File: src/rtl/biquad8_coeff_loader.sv
// rtl/biquad8_coeff_loader.sv - shadow-bank coefficient loader for the biquad8 head DSP
//
// Purpose:
//   The host fills a small shadow bank of filter coefficients through cfg_*.
//   A commit pulse then streams the bank into the filter, entry 0 first, one
//   coefficient per WRITE cycle with WR_GAP idle cycles after each write.
//   A final update strobe tells the filter to switch to the new set.
//
// Ports:
//   clk            sole clock, rising edge
//   aresetn        asynchronous active-low reset, release synchronized internally
//   cfg_addr_i     shadow-bank index for a host write
//   cfg_dat_i      host coefficient value
//   cfg_wr_i       host write strobe
//   commit_i       start a load sequence (single-cycle pulse)
//   busy_o         sequence in progress (first WRITE through UPDATE)
//   done_o         one-cycle pulse after the UPDATE cycle
//   wr_err_o       sticky: a host write or commit was rejected
//   coeff_dat_o    coefficient to the filter, 0 when coeff_wr_o is low
//   coeff_wr_o     filter coefficient load strobe
//   coeff_update_o filter coefficient update strobe
//   cfg_rd_dat_o   registered shadow readback (only with BIQUAD8_COEFF_READBACK_EN)
//
// Build option: define BIQUAD8_COEFF_READBACK_EN to add the readback port.

module biquad8_coeff_loader #(
   parameter int NCOEFF     = 2,
   parameter int COEFF_BITS = 18,
   parameter int WR_GAP     = 0,
   parameter int ADDR_BITS  = 4
) (
   input  logic                  clk,
   input  logic                  aresetn,
   input  logic [ADDR_BITS-1:0]  cfg_addr_i,
   input  logic [COEFF_BITS-1:0] cfg_dat_i,
   input  logic                  cfg_wr_i,
   input  logic                  commit_i,
   output logic                  busy_o,
   output logic                  done_o,
   output logic                  wr_err_o,
   output logic [COEFF_BITS-1:0] coeff_dat_o,
   output logic                  coeff_wr_o,
   output logic                  coeff_update_o
`ifdef BIQUAD8_COEFF_READBACK_EN
   ,
   output logic [COEFF_BITS-1:0] cfg_rd_dat_o
`endif
);

   localparam int DEPTH = 2 ** ADDR_BITS;

   localparam logic [1:0] ST_IDLE   = 2'd0;
   localparam logic [1:0] ST_WRITE  = 2'd1;
   localparam logic [1:0] ST_GAP    = 2'd2;
   localparam logic [1:0] ST_UPDATE = 2'd3;

   localparam logic [ADDR_BITS-1:0] LAST_IDX = ADDR_BITS'(NCOEFF - 1);
   localparam logic [ADDR_BITS:0]   NCOEFF_W = (ADDR_BITS + 1)'(NCOEFF);
   // Unreachable value when WR_GAP is 0; the GAP state is never entered then.
   localparam logic [3:0]           GAP_LAST = 4'(WR_GAP - 1);

   // Reset synchronizer: assertion is immediate, release takes two edges.
   logic [1:0] rst_sync_q;
   logic [1:0] rst_sync_d;
   logic       rst_n_int;

   assign rst_sync_d = {rst_sync_q[0], 1'b1};
   assign rst_n_int  = rst_sync_q[1];

   always_ff @(posedge clk or negedge aresetn) begin
      if (!aresetn) begin
         rst_sync_q <= 2'b00;
      end else begin
         rst_sync_q <= rst_sync_d;
      end
   end

   logic [1:0]            state_q, state_d;
   logic [ADDR_BITS-1:0]  idx_q, idx_d;
   logic [3:0]            gap_q, gap_d;
   logic [COEFF_BITS-1:0] shadow_q [DEPTH];
   logic [COEFF_BITS-1:0] shadow_d [DEPTH];
   logic                  busy_q, busy_d;
   logic                  done_q, done_d;
   logic                  err_q, err_d;
   logic [COEFF_BITS-1:0] dat_q, dat_d;
   logic                  wr_q, wr_d;
   logic                  upd_q, upd_d;

   logic addr_ok;
   logic wr_ok;
   logic wr_rej;
   logic commit_ok;
   logic commit_rej;

   always_comb begin
      state_d  = state_q;
      idx_d    = idx_q;
      gap_d    = gap_q;
      shadow_d = shadow_q;

      addr_ok    = ({1'b0, cfg_addr_i} < NCOEFF_W);
      wr_ok      = cfg_wr_i && !busy_q && addr_ok;
      wr_rej     = cfg_wr_i && (busy_q || !addr_ok);
      commit_ok  = commit_i && !busy_q;
      commit_rej = commit_i && busy_q;

      // Entries at or above NCOEFF are never written and stay constant zero.
      for (int i = 0; i < DEPTH; i++) begin
         if (i < NCOEFF && wr_ok && cfg_addr_i == ADDR_BITS'(i)) begin
            shadow_d[i] = cfg_dat_i;
         end
      end

      case (state_q)
         ST_IDLE: begin
            if (commit_ok) begin
               state_d = ST_WRITE;
               idx_d   = '0;
               gap_d   = '0;
            end
         end
         ST_WRITE: begin
            if (WR_GAP > 0) begin
               state_d = ST_GAP;
               gap_d   = '0;
            end else if (idx_q == LAST_IDX) begin
               state_d = ST_UPDATE;
            end else begin
               idx_d = idx_q + ADDR_BITS'(1);
            end
         end
         ST_GAP: begin
            if (gap_q == GAP_LAST) begin
               gap_d = '0;
               if (idx_q == LAST_IDX) begin
                  state_d = ST_UPDATE;
               end else begin
                  state_d = ST_WRITE;
                  idx_d   = idx_q + ADDR_BITS'(1);
               end
            end else begin
               gap_d = gap_q + 4'd1;
            end
         end
         ST_UPDATE: begin
            state_d = ST_IDLE;
            idx_d   = '0;
         end
         default: begin
            state_d = ST_IDLE;
            idx_d   = '0;
            gap_d   = '0;
         end
      endcase

      // Outputs are registered copies of the next state, so the first write
      // appears right after the commit edge. Reading shadow_d lets a write
      // coincident with the commit reach the filter.
      busy_d = (state_d != ST_IDLE);
      wr_d   = (state_d == ST_WRITE);
      dat_d  = wr_d ? shadow_d[idx_d] : '0;
      upd_d  = (state_d == ST_UPDATE);
      done_d = (state_q == ST_UPDATE);

      // A rejection in the same cycle wins over the clearing commit.
      if (wr_rej || commit_rej) begin
         err_d = 1'b1;
      end else if (commit_ok) begin
         err_d = 1'b0;
      end else begin
         err_d = err_q;
      end
   end

   always_ff @(posedge clk or negedge rst_n_int) begin
      if (!rst_n_int) begin
         state_q  <= ST_IDLE;
         idx_q    <= '0;
         gap_q    <= '0;
         shadow_q <= '{default: '0};
         busy_q   <= 1'b0;
         done_q   <= 1'b0;
         err_q    <= 1'b0;
         dat_q    <= '0;
         wr_q     <= 1'b0;
         upd_q    <= 1'b0;
      end else begin
         state_q  <= state_d;
         idx_q    <= idx_d;
         gap_q    <= gap_d;
         shadow_q <= shadow_d;
         busy_q   <= busy_d;
         done_q   <= done_d;
         err_q    <= err_d;
         dat_q    <= dat_d;
         wr_q     <= wr_d;
         upd_q    <= upd_d;
      end
   end

   assign busy_o         = busy_q;
   assign done_o         = done_q;
   assign wr_err_o       = err_q;
   assign coeff_dat_o    = dat_q;
   assign coeff_wr_o     = wr_q;
   assign coeff_update_o = upd_q;

`ifdef BIQUAD8_COEFF_READBACK_EN
   logic [COEFF_BITS-1:0] rd_q, rd_d;

   assign rd_d = addr_ok ? shadow_q[cfg_addr_i] : '0;

   always_ff @(posedge clk or negedge rst_n_int) begin
      if (!rst_n_int) begin
         rd_q <= '0;
      end else begin
         rd_q <= rd_d;
      end
   end

   assign cfg_rd_dat_o = rd_q;
`endif

endmodule

File: config.mk
export PLATFORM = sky130hd
export DESIGN_NAME = biquad8_coeff_loader
export DESIGN_NICKNAME = d
export VERILOG_FILES = /design/src/rtl/biquad8_coeff_loader.sv
export SDC_FILE = /design/constraint.sdc
export NUM_CORES = 1
export LEC_CHECK = 0
export ABC_CLOCK_PERIOD_IN_PS = 2400
export CAP_MARGIN = 20
export CORE_ASPECT_RATIO = 1.5
export CORE_MARGIN = 2
export CORE_UTILIZATION = 45
export DETAILED_ROUTE_END_ITERATION = 8
export PLACE_DENSITY_LB_ADDON = 0.3
export SETUP_SLACK_MARGIN = 0.05
export SYNTH_ARGS = -nofsm -noshare
export SYNTH_HDL_FRONTEND = slang
export SYNTH_SLANG_ARGS = --single-unit
File: constraint.sdc
create_clock -name clk -period 2.4 [get_ports clk]
set_clock_uncertainty 0.1 [all_clocks]
set_input_delay 0.6 -clock clk [delete_from_list [all_inputs] [get_ports clk]]
set_output_delay 0.6 -clock clk [all_outputs]
set_load 0.03 [all_outputs]
==> summary.md, run 1 <==
| Metric | Value |
|---|---|
| Syn nets | `249` |
| Area delta synth->final | `38.2%` |
| CP Capture Type | `flop` |
| Sequential share of the synthesized area | `58.8%` |
| RSZ-0062 raised after global routing | `true` |
| Initial antenna violation count | `0` |
| Top cell type's share of synthesized area | `58.8%` |
| Io pins | `49` |
| ANT cells | `0` |
| Max cap viols | `0` |
| CP required | `2.53 ns` |
| Final #Nets | `328` |
| Ys Warns | `0` |
| PD cells | `1490 nW/um2` |
| Status | `finished, final reports clean` |
| First-pass GRT wire length | `10600 um` |
| Most frequent cells in the layout | `dfrtp_1, clkdlybuf4s50_1, mux2_2` |
| Net Switching | `2.14 mW` |
| Gpl congestion | `0.858` |
| Commonest non-fill, non-tap cell in the layout | `dfrtp_1` |
| Vias | `2022` |
| Final WL | `6600 um` |
| Inst Count DP | `355` |
| Flop pwr share | `30.1%` |
| Port bufs | `48` |
| Final ANT Viol Nets | `0` |
| Slew Limit Fails | `0` |
| Synth area leaders | `dfrtp_1, mux2_2, mux2i_1` |
| Die X-Extent | `70.9 um` |
| Post-synth EDFFs | `0` |
| Vias per cell | `5.32` |
| Sw Ratio | `34.3%` |
| Period minus WS final | `2.34 ns` |
| Area after DPL | `3740 um2` |
| Largest net degree at the start of global routing | `32` |
| CTS clk-pin slew, worst paths | `0.07 ns` |
| Synth area leader | `dfrtp_1` |
| CTS max path bufs | `2` |
| Clk Latency, worst-skew pair | `0.34 ns` |
| CP Class | `reg -> reg` |
| Clock Sinks | `71` |
| Hold crit path type | `reg -> async` |
| Lkg Pwr | `1.91 nW` |
| Num CTS Buffers | `9` |
| Die H | `104 um` |
| H-tree Lvls | `3` |
| Setup total negative slack | `0 ns` |
| Worst Path Max Fanout | `9` |
| Max IR drop VDD | `0.828 mV` |
| Share of cells above drive strength 1 | `31.6%` |
| Syn Area/Cell | `13.7 um2` |
| FMAX | `0.427 GHz` |
| Power Internal | `4.10 mW` |
| Synth Cell Area | `3020 um2` |
| CP startpoint kind | `flop` |
| Wirelength per Cell | `17.4 um` |
| Final non-filler cell total | `380` |
| Slew @ Worst Pin | `0.615 ns` |
| GRT Overall Usage | `18.6%` |
| # DRC | `0` |
| Combinational power share | `51.6%` |
| Congestion Overflow GR | `0` |
| Post-DP HPWL | `4110 um` |
| Final setup fails | `0` |
| Fin crit share | `97.5%` |
| TritonRoute pass-1 iters | `4` |
| Synth unique cells | `42` |
| Die Area | `7400 um2` |
| Worst EP arrival | `2.47 ns` |
| Fraction of registers with async set or reset after synthesis | `100%` |
| Cell area after layout | `4180 um2` |
| Clock Power Share | `18.4%` |
| Final Hold Viols | `0` |
| TritonCTS clock tree | `done` |
| Primary FF master, synth | `dfrtp_1` |
| DR iter-0 viols | `91` |
| CORE AREA | `6490 um2` |
| Vias in the first global route | `2150` |
| Synth Instances | `220` |
| Count of hold-fix buffers inserted at cts | `0` |
| Initial Utilization | `46.6%` |
| Register bit count reported by yosys | `71` |
| Rows | `36` |
| Root Buffer Master | `clkbuf_8` |
| Slew headroom | `59.0%` |
-- flip-flops by register name, indices dropped and copies added, names as in the netlist --
signal	flops
shadow_q	36
coeff_dat_o	18
gap_q	4
idx_q	4
rst_sync_q	2
state_q	2
busy_o	1
coeff_update_o	1
coeff_wr_o	1
done_o	1
wr_err_o	1
-- metal layers --
metal  track usage, %  vias to the layer above  share of wire, %
met5                0                        -                 0
met4             7.28                        0               1.4
met3             3.59                        9               3.2
met2             31.7                       40                54
met1             22.8                     1036                41
li1                 -                      937                 -
-- layout make-up --
cell class                 count  area (um2)
clock buffer                  10         138
multi-input combinational    139        1250
sequential                    71        1780
inverter                       2        7.51
fill                         516        2310
tap                           76        95.1
clock inverter                 6         108
timing repair buffer          76         805
-- power by group through the flow --
stage	Sequential [mW]	Combinational, mW	Clock (mW)
finish	1.88	3.22	1.15
global route	1.93	3.42	1.22
CTS	1.87	2.95	1.18
detailed placement	1.88	2.56	0
global placement	1.87	2.53	0
floorplan	2.19	1.35	0
-- path summary, 6_finish.rpt --
| check | to | slack (ns) | startpoint | depth (start not counted) |
|---|---|---|---|---|
| worst max-delay path | coeff_dat_o[10]$_DFF_PN0_ | 0.06 | idx_q[1]$_DFF_PN0_ | 9 |
| worst min register to register | shadow_q[274]$_DFF_PN0_ | 0.19 | rst_sync_q[1]$_DFF_PN0_ | 0 |
| min in group clk | rst_sync_q[1]$_DFF_PN0_ | 0.25 | rst_sync_q[0]$_DFF_PN0_ | 0 |
| worst min-delay path | shadow_q[274]$_DFF_PN0_ | 0.19 | rst_sync_q[1]$_DFF_PN0_ | 0 |
| max in group asynchronous | shadow_q[270]$_DFF_PN0_ | 1.40 | rst_sync_q[1]$_DFF_PN0_ | 1 |
| worst max register to register | coeff_dat_o[10]$_DFF_PN0_ | 0.06 | idx_q[1]$_DFF_PN0_ | 9 |
-- kinds of logic (layout without fill, tap and decap cells) --
logic type	after synthesis	in the layout	share of synthesized area, %
flops	71	71	58.8
mux	56	56	20.1
simple gates	56	56	12.0
compound gates	23	23	5.67
buf+inv	10	94	2.15
fa+ha+maj	3	3	1.24
other cells	1	1	0.124
-- critical path: stages (launching register included) --
cell      delay, ns
dfrtp_1        0.39
inv_2          0.08
ha_4           0.13
or3b_4         0.37
a311o_1        0.33
a211oi_4       0.25
buf_4          0.18
buf_16         0.14
mux2i_1        0.19
nor2b_1        0.07
-- cell usage after synthesis, drive strengths merged (2+ instances only) --
library cell  count
o31ai             3
buf               4
a211oi            2
o22ai             3
clkbuf            4
mux2             37
inv               2
and3              2
nor4              2
or2               2
nor2b            20
nand2b            3
nand3             5
o211ai            2
and2              2
mux2i            19
nor3b             2
a22o              3
ha                3
o21ai             4
nand2             5
nor2              4
dfrtp            71
nand3b            3
-- metrics by stage --
stage / util [%] / power, mW / worst slack [ns] / hold slack (ns)
3_5_place_dp: 57.7 / 4.44 / -0.263 / 0.202
2_1_floorplan: - / 3.53 / 0.0703 / 0.204
6_report: 64.4 / 6.24 / 0.0607 / 0.189
4_1_cts: 63.1 / 6.01 / 0.0298 / 0.207
3_3_place_gp: 57.7 / 4.40 / -0.235 / 0.195
5_1_grt: 64.4 / 6.57 / -0.0482 / 0.234
-- repair_timing --
item / CTS / global route
resized for setup: 6 / 10
setup endpoints to repair: 17 / 18
buffers inserted: 3 / 3
hold endpoints to repair: 0 / 0
cloned: 2 / 1
pin swaps: 2 / 3
Power figures use the tool's default switching activity.
==> inputs of run 2 (changes only) <==
--- a/config.mk
+++ b/config.mk
@@ -11,3 +11,3 @@
 export CORE_MARGIN = 2
-export CORE_UTILIZATION = 45
+export CORE_UTILIZATION = 53
 export DETAILED_ROUTE_END_ITERATION = 8
@@ -15,2 +15,3 @@
 export SETUP_SLACK_MARGIN = 0.05
+export SKIP_CTS_REPAIR_TIMING = 1
 export SYNTH_ARGS = -nofsm -noshare
--- a/constraint.sdc
+++ b/constraint.sdc
@@ -4,2 +4,2 @@
 set_output_delay 0.6 -clock clk [all_outputs]
-set_load 0.03 [all_outputs]
+set_load 0.05 [all_outputs]
==> run 2 against run 1 <==
Design area decreased by 3.7%. Sequential share of layout area grew 1.6 points. Via count decreased by 1.9%. Clock power shrank 9%. Critical path depth unchanged. Critical path type unchanged. Critical endpoint is now coeff_dat_o[11]$_DFF_PN0_. Largest cell class unchanged.
==> summary.md, run 2 (synthesized netlist as in run 1, its figures left out) <==
| Metric | Value |
|---|---|
| Final WL | `6040 um (-8.6%)` |
| CP Capture Type | `flop` |
| GRT Overall Usage | `21.1% (+2.6 points)` |
| Slew Limit Fails | `0 (unchanged)` |
| Post-DP HPWL | `3900 um (-5.2%)` |
| Final setup fails | `0 (unchanged)` |
| Lkg Pwr | `1.84 nW (-3.7%)` |
| Final ANT Viol Nets | `0 (unchanged)` |
| Num CTS Buffers | `9 (unchanged)` |
| CP Class | `reg -> reg` |
| Clock Sinks | `71 (unchanged)` |
| RSZ-0062 raised after global routing | `true` |
| Clk Latency, worst-skew pair | `0.33 ns (about the same)` |
| Largest net degree at the start of global routing | `39 (+22%)` |
| Area delta synth->final | `33.1%` |
| DR iter-0 viols | `100 (+9.9%)` |
| Congestion Overflow GR | `0 (unchanged)` |
| ANT cells | `0 (unchanged)` |
| H-tree Lvls | `3 (unchanged)` |
| Initial antenna violation count | `0 (unchanged)` |
| Die X-Extent | `65.7 um (-7.4%)` |
| Power Total | `6.03 mW (-3.3%)` |
| Max cap viols | `0 (unchanged)` |
| Top reg by flops | `shadow_q` |
| Worst EP arrival | `2.52 ns (+0.05 ns)` |
| Fin crit share | `99.8% (+2.3 points)` |
| Die Area | `6340 um2 (-14%)` |
| FMAX | `0.418 GHz (-2.3%)` |
| Hold crit path type | `reg -> async` |
| Sw Ratio | `37.3% (+3.0 points)` |
| Slew @ Worst Pin | `0.703 ns (+0.0878 ns)` |
| Port bufs | `48 (unchanged)` |
| Status | `finished, final reports clean` |
| Clock Power Share | `17.3% (-1.1 points)` |
| Slew headroom | `53.1% (-5.9 points)` |
| Vias | `1983 (-1.9%)` |
| Initial Utilization | `55.0% (+8.4 points)` |
| First-pass GRT wire length | `9810 um (-7.8%)` |
| Worst Path Max Fanout | `5 (-4)` |
| TritonCTS clock tree | `done` |
| Net Switching | `2.25 mW (+5.0%)` |
| Most frequent cells in the layout | `dfrtp_1, clkdlybuf4s50_1, mux2_2` |
| CP startpoint kind | `flop` |
| Final Hold Viols | `0 (unchanged)` |
| Vias per cell | `5.45 (+2.4%)` |
| Gpl congestion | `0.939 (+9.4%)` |
| PD cells | `1500 nW/um2 (+0.42%)` |
| Commonest non-fill, non-tap cell in the layout | `dfrtp_1` |
| Max FFs per register | `36 (unchanged)` |
| CTS max path bufs | `2 (unchanged)` |
| Vias in the first global route | `2083 (-3.1%)` |
| Share of cells above drive strength 1 | `27.6% (-4.0 points)` |
| Final #Nets | `318 (-3.0%)` |
| Setup Slack @ Placement | `-0.269 ns (-0.00557 ns)` |
| Power Internal | `3.79 mW (-7.7%)` |
| TritonRoute pass-1 iters | `4 (unchanged)` |
| Die H | `96.5 um (-7.6%)` |
| Final WS setup | `0.00482 ns (-0.0559 ns)` |
| Max IR drop VDD | `0.874 mV (+5.6%)` |
| CP required | `2.52 ns (about the same)` |
| CTS clk-pin slew, worst paths | `0.07 ns (about the same)` |
| Io pins | `49 (unchanged)` |
| # DRC | `0 (unchanged)` |
| Rows | `33 (-8.3%)` |
| Period minus WS final | `2.40 ns (+0.0559 ns)` |
| Wirelength per Cell | `16.6 um (-4.5%)` |
| Flop pwr share | `31.1% (+1.0 points)` |
| Combinational power share | `51.5% (about the same)` |
| CORE AREA | `5490 um2 (-15%)` |
| Root Buffer Master | `clkbuf_8` |
-- run 2: cell count changes in the layout (fill, tap and decap cells not counted), sizes merged --
cell,change
clkinvlp,-1
clkinv,-1
buf,-11
clkbuf,+4
bufinv,-1
-- run 2: per-layer routing --
layer  share of wire (%)  vias to the layer above  track usage [%]
met5                   0                        -                0
met2                  53                       61             36.7
met4                 3.5                        0             10.4
li1                    -                      921                -
met1                  39                      985             24.5
met3                 4.6                       16             4.63
-- run 2: power by group through the flow --
stage	sequential, mW	clock (mW)	combinational (mW)
floorplan	2.44	0	1.35
global placement	1.88	0	2.73
detailed placement	1.89	0	2.78
CTS	1.87	1.08	2.82
global route	1.93	1.13	3.29
finish	1.88	1.05	3.11
-- run 2: layout make-up --
| class | instances | area [um2] |
|---|---|---|
| Sequential cell | 71 | 1780 |
| Multi-Input combinational cell | 139 | 1210 |
| Inverter | 2 | 7.51 |
| Tap cell | 70 | 87.6 |
| Fill cell | 373 | 1470 |
| Clock buffer | 13 | 159 |
| Timing Repair Buffer | 66 | 716 |
| Clock inverter | 3 | 65.1 |
-- run 2: critical path: stages, from the launching register on --
cell      delay (ns)
dfrtp_1         0.40
inv_2           0.09
ha_4            0.12
or3b_4          0.37
a311o_1         0.33
a211oi_4        0.29
buf_12          0.16
buf_12          0.12
mux2i_2         0.23
nor2b_1         0.07
-- run 2: worst paths after layout --
| check | from | end | slack (ns) | cells after the start |
|---|---|---|---|---|
| hold / removal | rst_sync_q[1]$_DFF_PN0_ | shadow_q[271]$_DFF_PN0_ | 0.22 | 0 |
| setup reg to reg | idx_q[1]$_DFF_PN0_ | coeff_dat_o[11]$_DFF_PN0_ | 0.005 | 9 |
| hold reg to reg | rst_sync_q[1]$_DFF_PN0_ | shadow_q[271]$_DFF_PN0_ | 0.22 | 0 |
| setup / recovery | idx_q[1]$_DFF_PN0_ | coeff_dat_o[11]$_DFF_PN0_ | 0.005 | 9 |
| max in group asynchronous | rst_sync_q[1]$_DFF_PN0_ | shadow_q[287]$_DFF_PN0_ | 1.35 | 1 |
| min in group clk | rst_sync_q[0]$_DFF_PN0_ | rst_sync_q[1]$_DFF_PN0_ | 0.26 | 0 |
-- run 2: metrics by stage --
stage,std cells,TNS (ns),instance area (um2),hold slack [ns],util (%)
detailed placement,345,-4.27,3700,0.236,67.5
floorplan,220,0,3020,0.204,-
finish,364,0,4020,0.218,73.3
global route,364,-1.23,4020,0.277,73.3
global placement,345,-4.09,3700,0.228,67.5
CTS,361,-0.0981,3930,0.240,71.5
==> inputs of run 3 (changes only) <==
--- a/config.mk
+++ b/config.mk
@@ -10,3 +10,2 @@
 export CORE_ASPECT_RATIO = 1.5
-export CORE_MARGIN = 2
 export CORE_UTILIZATION = 53
--- a/constraint.sdc
+++ b/constraint.sdc
@@ -4,2 +4,2 @@
 set_output_delay 0.6 -clock clk [all_outputs]
-set_load 0.05 [all_outputs]
+set_load 0.01 [all_outputs]
==> run 3 against run 2 <==
Clock power barely moved. First-iteration DRC count up 86%. Largest cell class unchanged. The run now ends with setup timing left. Wire length is 7.2% higher.
==> summary.md, run 3 (synthesized netlist as in run 1, its figures left out) <==
| Metric | Value |
|---|---|
| Status | `complete, but fails checks` |
| Failing checks | `setup timing` |
| CP startpoint kind | `flop` |
| DR iter-0 viols | `186 (+86%)` |
| Gpl congestion | `0.948 (+0.90%)` |
| Cell area after layout | `4060 um2 (+0.96%)` |
| Slew Limit Fails | `0 (unchanged)` |
| Worst EP arrival | `2.54 ns (+0.02 ns)` |
| R2r endpoint | `coeff_dat_o[16]$_DFF_PN0_` |
| First-pass GRT wire length | `9540 um (-2.8%)` |
| Crit-path slowest cell | `dfrtp_1` |
| Period minus WS final | `2.42 ns (+0.0242 ns)` |
| Final ANT Viol Nets | `0 (unchanged)` |
| Register-to-Register Setup Slack | `-0.02 ns (-0.02 ns)` |
| CTS max path bufs | `2 (unchanged)` |
| Die X-Extent | `63.7 um (-3.0%)` |
| CP bufs+invs | `3 (unchanged)` |
| Final setup fails | `2 (+2)` |
| Wirelength per Cell | `17.5 um (+5.7%)` |
| Net Switching | `1.82 mW (-19%)` |
| Most frequent cells in the layout | `dfrtp_1, clkdlybuf4s50_1, mux2_2` |
| Clk Latency, worst-skew pair | `0.34 ns (about the same)` |
| Port bufs | `48 (unchanged)` |
| CP Capture Type | `flop` |
| Die Area | `6020 um2 (-5.1%)` |
| Hold slack | `0.185 ns (-0.0329 ns)` |
| Fin crit share | `101% (+1.0 points)` |
| PD cells | `1370 nW/um2 (-8.9%)` |
| Filler cell count | `374 (+0.27%)` |
| Critical-path cell list | `inv_2, ha_4, or3b_4, a311o_1, a211oi_4, buf_6, buf_12, mux2i_2, nor2b_1` |
| Clock Sinks | `71 (unchanged)` |
| CP Class | `reg -> reg` |
| # DRC | `0 (unchanged)` |
| Num CTS Buffers | `9 (unchanged)` |
| RSZ-0062 raised after global routing | `true` |
| Sw Ratio | `32.7% (-4.5 points)` |
| CP required | `2.52 ns (about the same)` |
| Io pins | `49 (unchanged)` |
| R2R Path Start | `idx_q[1]$_DFF_PN0_` |
| ANT cells | `0 (unchanged)` |
| Root Buffer Master | `clkbuf_8` |
| Max cap viols | `0 (unchanged)` |
| Max IR drop VDD | `0.801 mV (-8.3%)` |
| Rows | `33 (unchanged)` |
| TritonCTS clock tree | `done` |
| Combinational power share | `47.5% (-4.0 points)` |
| Initial antenna violation count | `0 (unchanged)` |
| Max FFs per register | `36 (unchanged)` |
| Final #Nets | `323 (+1.6%)` |
| Area after DPL | `3720 um2 (+0.41%)` |
| Vias in the first global route | `2088 (+0.24%)` |
| H-tree Lvls | `3 (unchanged)` |
| TritonRoute pass-1 iters | `4 (unchanged)` |
| Hold crit path type | `reg -> async` |
| Lkg Pwr | `1.84 nW (+0.26%)` |
| Final Hold Viols | `0 (unchanged)` |
| Final WL | `6470 um (+7.2%)` |
| Worst Path Max Fanout | `8 (+3)` |
| Top reg by flops | `shadow_q` |
| Clock Power Share | `18.6% (+1.3 points)` |
| Post-DP HPWL | `3880 um (-0.38%)` |
| FMAX | `0.413 GHz (-1.0%)` |
| Final WS setup | `-0.0194 ns (-0.0242 ns)` |
| Commonest non-fill, non-tap cell in the layout | `dfrtp_1` |
| Reg2reg path depth | `9 (unchanged)` |
| Vias per cell | `5.42 (-0.46%)` |
| CP max stage delay | `0.40 ns (about the same)` |
| CP top delay family | `compound AO/OA/AOI/OAI gates` |
| Largest net degree at the start of global routing | `70 (+79%)` |
| Initial Utilization | `55.0% (unchanged)` |
| GRT Overall Usage | `21.2% (+0.057 points)` |
| CTS clk-pin slew, worst paths | `0.08 ns (about the same)` |
| CORE AREA | `5490 um2 (unchanged)` |
| Vias | `2001 (+0.91%)` |
| Die H | `94.5 um (-2.1%)` |
| Area delta synth->final | `34.4%` |
| Congestion Overflow GR | `0 (unchanged)` |
| Flop pwr share | `33.9% (+2.8 points)` |
| Share of cells above drive strength 1 | `31.4% (+3.9 points)` |
| Power Internal | `3.74 mW (-1.3%)` |
run 3: layout make-up:
class                   instances  area, um2  share of cell area [%]
well taps                      70       87.6                    2.16
clock buffers                   9        124                    3.05
multi-input cells             139       1240                    30.6
inverters                       2       7.51                   0.185
repair buffers                 71        723                    17.8
clock inverters                 7       97.6                    2.40
flip-flops and latches         71       1780                    43.8
run 3: through the flow:
stage / cells / TNS, ns / utilization (%) / power, mW / worst slack (ns)
after CTS: 363 / -0.296 / 71.8 / 5.17 / -0.0426
after global placement: 347 / -3.46 / 67.7 / 4.09 / -0.212
after floorplan: 220 / 0 / - / 3.27 / 0.0702
after detailed placement: 347 / -3.82 / 67.7 / 4.12 / -0.228
final: 369 / -0.0334 / 74.0 / 5.55 / -0.0194
after global routing: 369 / -0.223 / 74.0 / 5.83 / -0.0374
run 3: worst max path at each step:
stage / startpoint / to / slack, ns / depth (start not counted)
after global routing: idx_q[1]$_DFF_PN0_ / coeff_dat_o[16]$_DFF_PN0_ / -0.04 / 9
after detailed placement: commit_i / coeff_dat_o[15]$_DFF_PN0_ / -0.23 / 7
after floorplan: idx_q[1]$_DFF_PN0_ / coeff_dat_o[10]$_DFF_PN0_ / 0.07 / 9
final: idx_q[1]$_DFF_PN0_ / coeff_dat_o[16]$_DFF_PN0_ / -0.02 / 9
after global placement: commit_i / coeff_dat_o[1]$_DFF_PN0_ / -0.21 / 7
after CTS: idx_q[1]$_DFF_PN0_ / coeff_dat_o[16]$_DFF_PN0_ / -0.04 / 8
run 3: worst reg2reg max path, cell delays in order (launching register included):
cell,delay (ns)
dfrtp_1,0.40
inv_2,0.10
ha_4,0.14
or3b_4,0.38
a311o_1,0.34
a211oi_4,0.26
buf_6,0.15
buf_12,0.14
mux2i_2,0.23
nor2b_1,0.07
run 3: routing by layer:
metal	part of all wire (%)	up-vias	track usage (%)
li1	-	937	-
met1	40	1001	24.2
met2	55	54	37.3
met3	2.6	9	4.11
met4	1.9	0	11.0
met5	0	-	0
run 3: power groups by stage:
stage | registers [mW] | clock network, mW | logic [mW]
5_1_grt | 1.93 | 1.10 | 2.80
2_1_floorplan | 1.93 | 0 | 1.35
3_3_place_gp | 1.86 | 0 | 2.23
3_5_place_dp | 1.87 | 0 | 2.25
6_report | 1.88 | 1.03 | 2.64
4_1_cts | 1.86 | 1.05 | 2.27
